## src/rtl/grid_pkg.sv

```systemverilog
// Shared definitions for the grid memory write path.
// Holds the default grid address/data widths, the grid base addresses, the
// write-arbiter state encoding and the fixed requester slot assignment.
package grid_pkg;

  localparam int ADDR_W = 8;
  localparam int DATA_W = 8;

  // Grid RAM layout: playfield cells from 0, next-piece preview from 240
  localparam logic [7:0] BOARD_BASE_ADDR      = 8'd0;
  localparam logic [7:0] NEXT_PIECE_BASE_ADDR = 8'd240;

  // Requester slots on the write arbiter
  localparam int REQ_PLACER    = 0;
  localparam int REQ_MOVER     = 1;
  localparam int REQ_CLEAR     = 2;
  localparam int REQ_BOARD_RST = 3;

  typedef enum logic [1:0] {
    IDLE    = 2'd0,
    GRANT   = 2'd1,
    RELEASE = 2'd2
  } arb_state_t;

endpackage

```

## src/rtl/grid_arb_rr_pick.sv

```systemverilog
// Round-robin winner search (combinational).
// Scans req_i starting one slot after ptr_i, wrapping modulo NUM_REQ, and
// returns the first set request.
//   req_i  : request vector
//   ptr_i  : index of the most recently granted requester
//   win_o  : one-hot winner (zero when no request)
//   idx_o  : winner index
//   any_o  : at least one request present
module grid_arb_rr_pick #(
  parameter int NUM_REQ = 4,
  parameter int PTR_W   = 2
) (
  input  logic [NUM_REQ-1:0] req_i,
  input  logic [PTR_W-1:0]   ptr_i,
  output logic [NUM_REQ-1:0] win_o,
  output logic [PTR_W-1:0]   idx_o,
  output logic               any_o
);

  always_comb begin : pick
    logic [PTR_W-1:0] ci;
    win_o = '0;
    idx_o = '0;
    any_o = 1'b0;
    ci    = '0;
    // k = NUM_REQ wraps back to ptr itself, so the last holder is tried last
    for (int k = 1; k <= NUM_REQ; k++) begin
      ci = PTR_W'((int'(ptr_i) + k) % NUM_REQ);
      if (!any_o && req_i[ci]) begin
        win_o[ci] = 1'b1;
        idx_o     = ci;
        any_o     = 1'b1;
      end
    end
  end

endmodule

```

## src/rtl/grid_write_arbiter.sv

```systemverilog
// Grid RAM write-port arbiter.
// Shares the single grid RAM write port between NUM_REQ requesters (placer,
// mover, line clearer, board reset). Round-robin grant, locked for a whole
// burst, released by the holder's done pulse or by it dropping req. The
// holder's we/addr/data are registered onto mem_*; one RELEASE dead cycle
// separates bursts.
// Optional build macro GRID_ARB_TIMEOUT_EN: watchdog that revokes a grant in
// its TIMEOUT-th cycle and pulses timeout_err. Without it timeout_err is 0.
// Ports:
//   clk, rst       : clock, synchronous active-high reset
//   req/done/req_we: per-requester request, burst-done pulse, write enable
//   req_addr/data  : packed per-requester address/data, slot i at [i*W +: W]
//   gnt            : registered one-hot grant
//   mem_we/addr/data: registered RAM write port
//   busy           : arbiter in GRANT or RELEASE
//   timeout_err    : one-cycle pulse on watchdog revocation
module grid_write_arbiter #(
  parameter int NUM_REQ = 4,
  parameter int ADDR_W  = 8,
  parameter int DATA_W  = 8,
  parameter int TIMEOUT = 255
) (
  input  logic                      clk,
  input  logic                      rst,
  input  logic [NUM_REQ-1:0]        req,
  input  logic [NUM_REQ-1:0]        done,
  input  logic [NUM_REQ-1:0]        req_we,
  input  logic [NUM_REQ*ADDR_W-1:0] req_addr,
  input  logic [NUM_REQ*DATA_W-1:0] req_data,
  output logic [NUM_REQ-1:0]        gnt,
  output logic                      mem_we,
  output logic [ADDR_W-1:0]         mem_addr,
  output logic [DATA_W-1:0]         mem_data,
  output logic                      busy,
  output logic                      timeout_err
);

  import grid_pkg::*;

  localparam int PTR_W = $clog2(NUM_REQ);

  arb_state_t          state_q, state_d;
  logic [PTR_W-1:0]    ptr_q, ptr_d;     // last winner; also the current holder in GRANT
  logic [NUM_REQ-1:0]  gnt_q, gnt_d;
  logic                mem_we_q, mem_we_d;
  logic [ADDR_W-1:0]   addr_q, addr_d;
  logic [DATA_W-1:0]   data_q, data_d;
  logic                to_q, to_d;

  logic [NUM_REQ-1:0]  win;
  logic [PTR_W-1:0]    win_idx;
  logic                win_any;
  logic                hold_rel;
  logic                wd_fire;

  grid_arb_rr_pick #(.NUM_REQ(NUM_REQ), .PTR_W(PTR_W)) u_pick (
    .req_i (req),
    .ptr_i (ptr_q),
    .win_o (win),
    .idx_o (win_idx),
    .any_o (win_any)
  );

  assign hold_rel = done[ptr_q] | ~req[ptr_q];

`ifdef GRID_ARB_TIMEOUT_EN
  localparam int CNT_W = ($clog2(TIMEOUT + 1) > 8) ? $clog2(TIMEOUT + 1) : 8;
  logic [CNT_W-1:0] cnt_q, cnt_d;

  // GRANT is only entered from IDLE, so clearing in IDLE clears on entry.
  // cnt_q holds 0 in the first GRANT cycle; the TIMEOUT-th cycle fires.
  always_comb begin
    cnt_d   = cnt_q;
    wd_fire = 1'b0;
    if (state_q == IDLE) begin
      cnt_d = '0;
    end else if (state_q == GRANT) begin
      if (cnt_q == CNT_W'(TIMEOUT - 1)) wd_fire = 1'b1;
      else                              cnt_d   = cnt_q + 1'b1;
    end
  end

  always_ff @(posedge clk) begin
    if (rst) cnt_q <= '0;
    else     cnt_q <= cnt_d;
  end
`else
  logic [31:0] unused_timeout;
  assign unused_timeout = TIMEOUT;
  assign wd_fire        = 1'b0;
`endif

  always_comb begin
    state_d  = state_q;
    ptr_d    = ptr_q;
    gnt_d    = gnt_q;
    mem_we_d = 1'b0;
    addr_d   = addr_q;
    data_d   = data_q;
    to_d     = 1'b0;
    case (state_q)
      IDLE: begin
        if (win_any) begin
          state_d = GRANT;
          gnt_d   = win;
          ptr_d   = win_idx;
        end
      end
      GRANT: begin
        // Release beats the write: the holder's we in its done cycle is dropped
        if (hold_rel) begin
          state_d = RELEASE;
          gnt_d   = '0;
        end else if (wd_fire) begin
          state_d = RELEASE;
          gnt_d   = '0;
          to_d    = 1'b1;
        end else begin
          mem_we_d = req_we[ptr_q];
          addr_d   = req_addr[ptr_q*ADDR_W +: ADDR_W];
          data_d   = req_data[ptr_q*DATA_W +: DATA_W];
        end
      end
      RELEASE: begin
        state_d = IDLE;
        gnt_d   = '0;
      end
      default: begin
        state_d = IDLE;
        gnt_d   = '0;
      end
    endcase
  end

  always_ff @(posedge clk) begin
    if (rst) begin
      state_q  <= IDLE;
      ptr_q    <= PTR_W'(NUM_REQ - 1);
      gnt_q    <= '0;
      mem_we_q <= 1'b0;
      addr_q   <= '0;
      data_q   <= '0;
      to_q     <= 1'b0;
    end else begin
      state_q  <= state_d;
      ptr_q    <= ptr_d;
      gnt_q    <= gnt_d;
      mem_we_q <= mem_we_d;
      addr_q   <= addr_d;
      data_q   <= data_d;
      to_q     <= to_d;
    end
  end

  assign gnt         = gnt_q;
  assign mem_we      = mem_we_q;
  assign mem_addr    = addr_q;
  assign mem_data    = data_q;
  assign busy        = (state_q != IDLE);
  assign timeout_err = to_q;

endmodule

```

## config.mk

```make
export PLATFORM = sky130hd
export DESIGN_NAME = grid_write_arbiter
export DESIGN_NICKNAME = d
export VERILOG_FILES = /design/src/rtl/grid_pkg.sv /design/src/rtl/grid_arb_rr_pick.sv /design/src/rtl/grid_write_arbiter.sv
export SDC_FILE = /design/constraint.sdc
export NUM_CORES = 1
export LEC_CHECK = 0
export ABC_AREA = 1
export CORE_ASPECT_RATIO = 0.6
export CORE_MARGIN = 1.5
export CORE_UTILIZATION = 36
export DETAILED_ROUTE_END_ITERATION = 8
export PLACE_DENSITY = 0.75
export SYNTH_ARGS = -nofsm -noshare
export SYNTH_HDL_FRONTEND = slang
export SYNTH_SLANG_ARGS = --single-unit
```

## constraint.sdc

```tcl
create_clock -name clk -period 2.37 [get_ports clk]
set_input_delay 0.474 -clock clk [delete_from_list [all_inputs] [get_ports clk]]
set_output_delay 0.474 -clock clk [all_outputs]
set_load 0.01 [all_outputs]
```

==> out/results.txt <==
Post-CTS Hold Fix Bufs -> 0
Worst path bufs/invs -> 1
Clock Sinks -> 25
Initial Utilization -> 0.3755
Tmin final -> 2053 ps
Final Util -> 0.5836
Cells along the critical path -> buf_4, nand2_1, nand3_2, nand2_4, nor2_4, nand2_1, nand2_1, nor2_1, o211ai_1, nand3_1
Placed Area -> 2934 um2
Synth Warn # -> 0
Final antenna-violating net count -> 0
CP Class -> reg -> reg
Post-synthesis area per instance -> 6.610 um2
Post-CTS Resized -> 0
Crit path largest cell delay -> 420 ps
Layout cell share with drive strength beyond 1 -> 0.08115
Peak VDD IR -> 464.5 uV
Site Rows -> 20
Gr ovfl total -> 0
TNS Setup -> 0 ps
Synth Area in XOR/XNOR -> 0
Worst Tran Pin Value -> 585.7 ps
Count of cell types in the netlist -> 33
Number of synthesized register bits -> 25
Crit-path leading delay family -> simple AND/OR/NAND/NOR gates
LEAKAGE -> 1.138 nW
Non-filler instance count after layout -> 448
Compound-cell area share of the yosys netlist -> 0.2559
Number of diodes -> 0
R2r endpoint -> ptr_q[0]
Clk root buf -> clkbuf_8
Commonest non-fill, non-tap cells in the layout -> clkdlybuf4s50_1 (99), nand2_1 (47), nor2_1 (40)
Critical path launch point type -> flip-flop
Synthesized area -> 1917 um2
Most common cell after layout, fill and taps aside -> clkdlybuf4s50_1
Simple-gate share of the synthesized area -> 0.3401
Total of max-cap violations -> 0
Vias in the first global route -> 2,126
Slew Limit Headroom -> 0.6083
FF-to-FF Start -> ptr_q[0]
GRT Util Overall -> 0.2182
Die Area -> 5786 um2
Area delta synth->final -> 55.42%
Reg2reg setup slack -> 320 ps
Buffers on Ports -> 99
Crit end category -> flip-flop
RSZ-0062 raised after global routing -> no
DRC -> 0
Status -> complete, no violations
Die X -> 97.21 um
Syn Inst Count -> 290
# Post-CTS Setup Buffers -> 0
Adder-cell area share of the yosys netlist -> 0.05222
Initial antenna violation count -> 0
WP data required -> 2530 ps
DP HPWL -> 4587 um
Syn Nets -> 376
Clock tree buffer depth -> 2
CTS tree -> built
Main combinational cell family by area after synthesis -> simple AND/OR/NAND/NOR gates
Power per cell area -> 974.9 nW/um2
Post-Route Skew -> 9.223 ps
Mux cell area share after synthesis -> 0
Fmax -> 0.4870 GHz
DP Cell Count -> 444
Setup ws final -> 316.6 ps
I/O pin count -> 101
Hold wc startpoint -> mem_data[1]
Total number of vias -> 2,322
Hold Path Class -> reg -> reg
Worst hold path cell count -> 2
Slowest cell on the critical path -> buf_4
Critical Path Fanout Max -> 46
Worst min-delay path endpoint -> mem_data[1]
Core area -> 5105 um2
Final instance area -> 2979 um2
Most frequent cell on the critical path -> nand2_1
Reg clk slew, reported paths -> 90 ps
Drt pass-1 iters -> 4
Endpoints failing hold -> 0
H-Tree Level Count -> 1
First-pass GRT wire length -> 10,190 um
Max-slew violation count -> 0
Crit path DAT -> 2210 ps
CTS Buf Count -> 3
Final total power -> 2.904 mW
Endpoints failing setup -> 0
Gpl congestion -> 0.8431
Final worst path period share -> 0.8664
Worst hold slack -> 463.3 ps
WL per Instance -> 13.87 um
Wirelength, routed -> 6212 um
# nets final -> 469
Setup slack after placement -> 174.6 ps
Detail-routed via count per cell -> 5.183
Post-synthesis sequential area ratio -> 0.2611
Drt initial violations -> 127
Worst-Skew Late Latency -> 270 ps
Die Span Y -> 59.52 um
Worst r2r path cells -> 10
Largest net degree at the start of global routing -> 47
## routing by layer
layer	part of all wire	GRT usage	routed length, um
met5	0	0	0
met4	0.0029	0.01863	18
met3	0.093	0.06486	578
met2	0.42	0.3576	2602
met1	0.48	0.2986	3011
## tightest hold or removal path, stage by stage, from the launching register on
cell     delay [ps]
dfxtp_1         320
nand2_1          60
a21oi_1          50
## registers in the layout, summed over array words and instances (netlist names)
register and flops:
mem_addr 8, mem_data 8, gnt 4, ptr_q 2
state_q 2, mem_we 1
## cell families after synthesis
| kind of cell | count (synthesis) |
|---|---|
| simple gates | 136 |
| compound gates | 89 |
| buf+inv | 31 |
| flops | 25 |
| fa+ha+maj | 8 |
| other cells | 1 |
## cells in the mapped netlist, drive strengths merged
cell type	instances	area, um2
dfxtp	25	500.5
clkbuf	6	23.77
nand4	5	37.53
conb	1	3.750
a21boi	4	30.03
nand3	31	165.2
nor3	1	5.000
a21oi	27	138.9
nor2	44	193.9
o211ai	1	7.510
nand2	55	250.2
o22ai	18	118.9
ha	8	100.1
buf	13	93.83
o21ai	39	195.2
inv	12	52.55
## worst max path at each step
stage / startpoint / to / slack (ps) / cells after the start
after global placement: req[2] / ptr_q[0] / 240 / 11
after global routing: ptr_q[0] / ptr_q[0] / 100 / 10
final: ptr_q[0] / ptr_q[0] / 320 / 10
after floorplan: ptr_q[0] / ptr_q[0] / 180 / 14
after detailed placement: req[2] / mem_addr[3] / 170 / 10
after CTS: ptr_q[0] / mem_addr[3] / 300 / 10
## report_power, final
group / switching [mW] / total [mW] / internal (mW)
combinational: 1.27 / 2.07 / 0.803
clock: 0.126 / 0.246 / 0.120
sequential: 0.0622 / 0.588 / 0.526
## area by class of cell
type | count | area [um2]
Clock buffer | 4 | 45.04
Inverter | 12 | 52.55
Multi-Input combinational cell | 234 | 1246
Sequential cell | 25 | 501.7
Timing Repair Buffer | 107 | 1051
Tap cell | 66 | 82.58
Fill cell | 484 | 2126
Note: power is estimated with default switching activity, not from simulation.
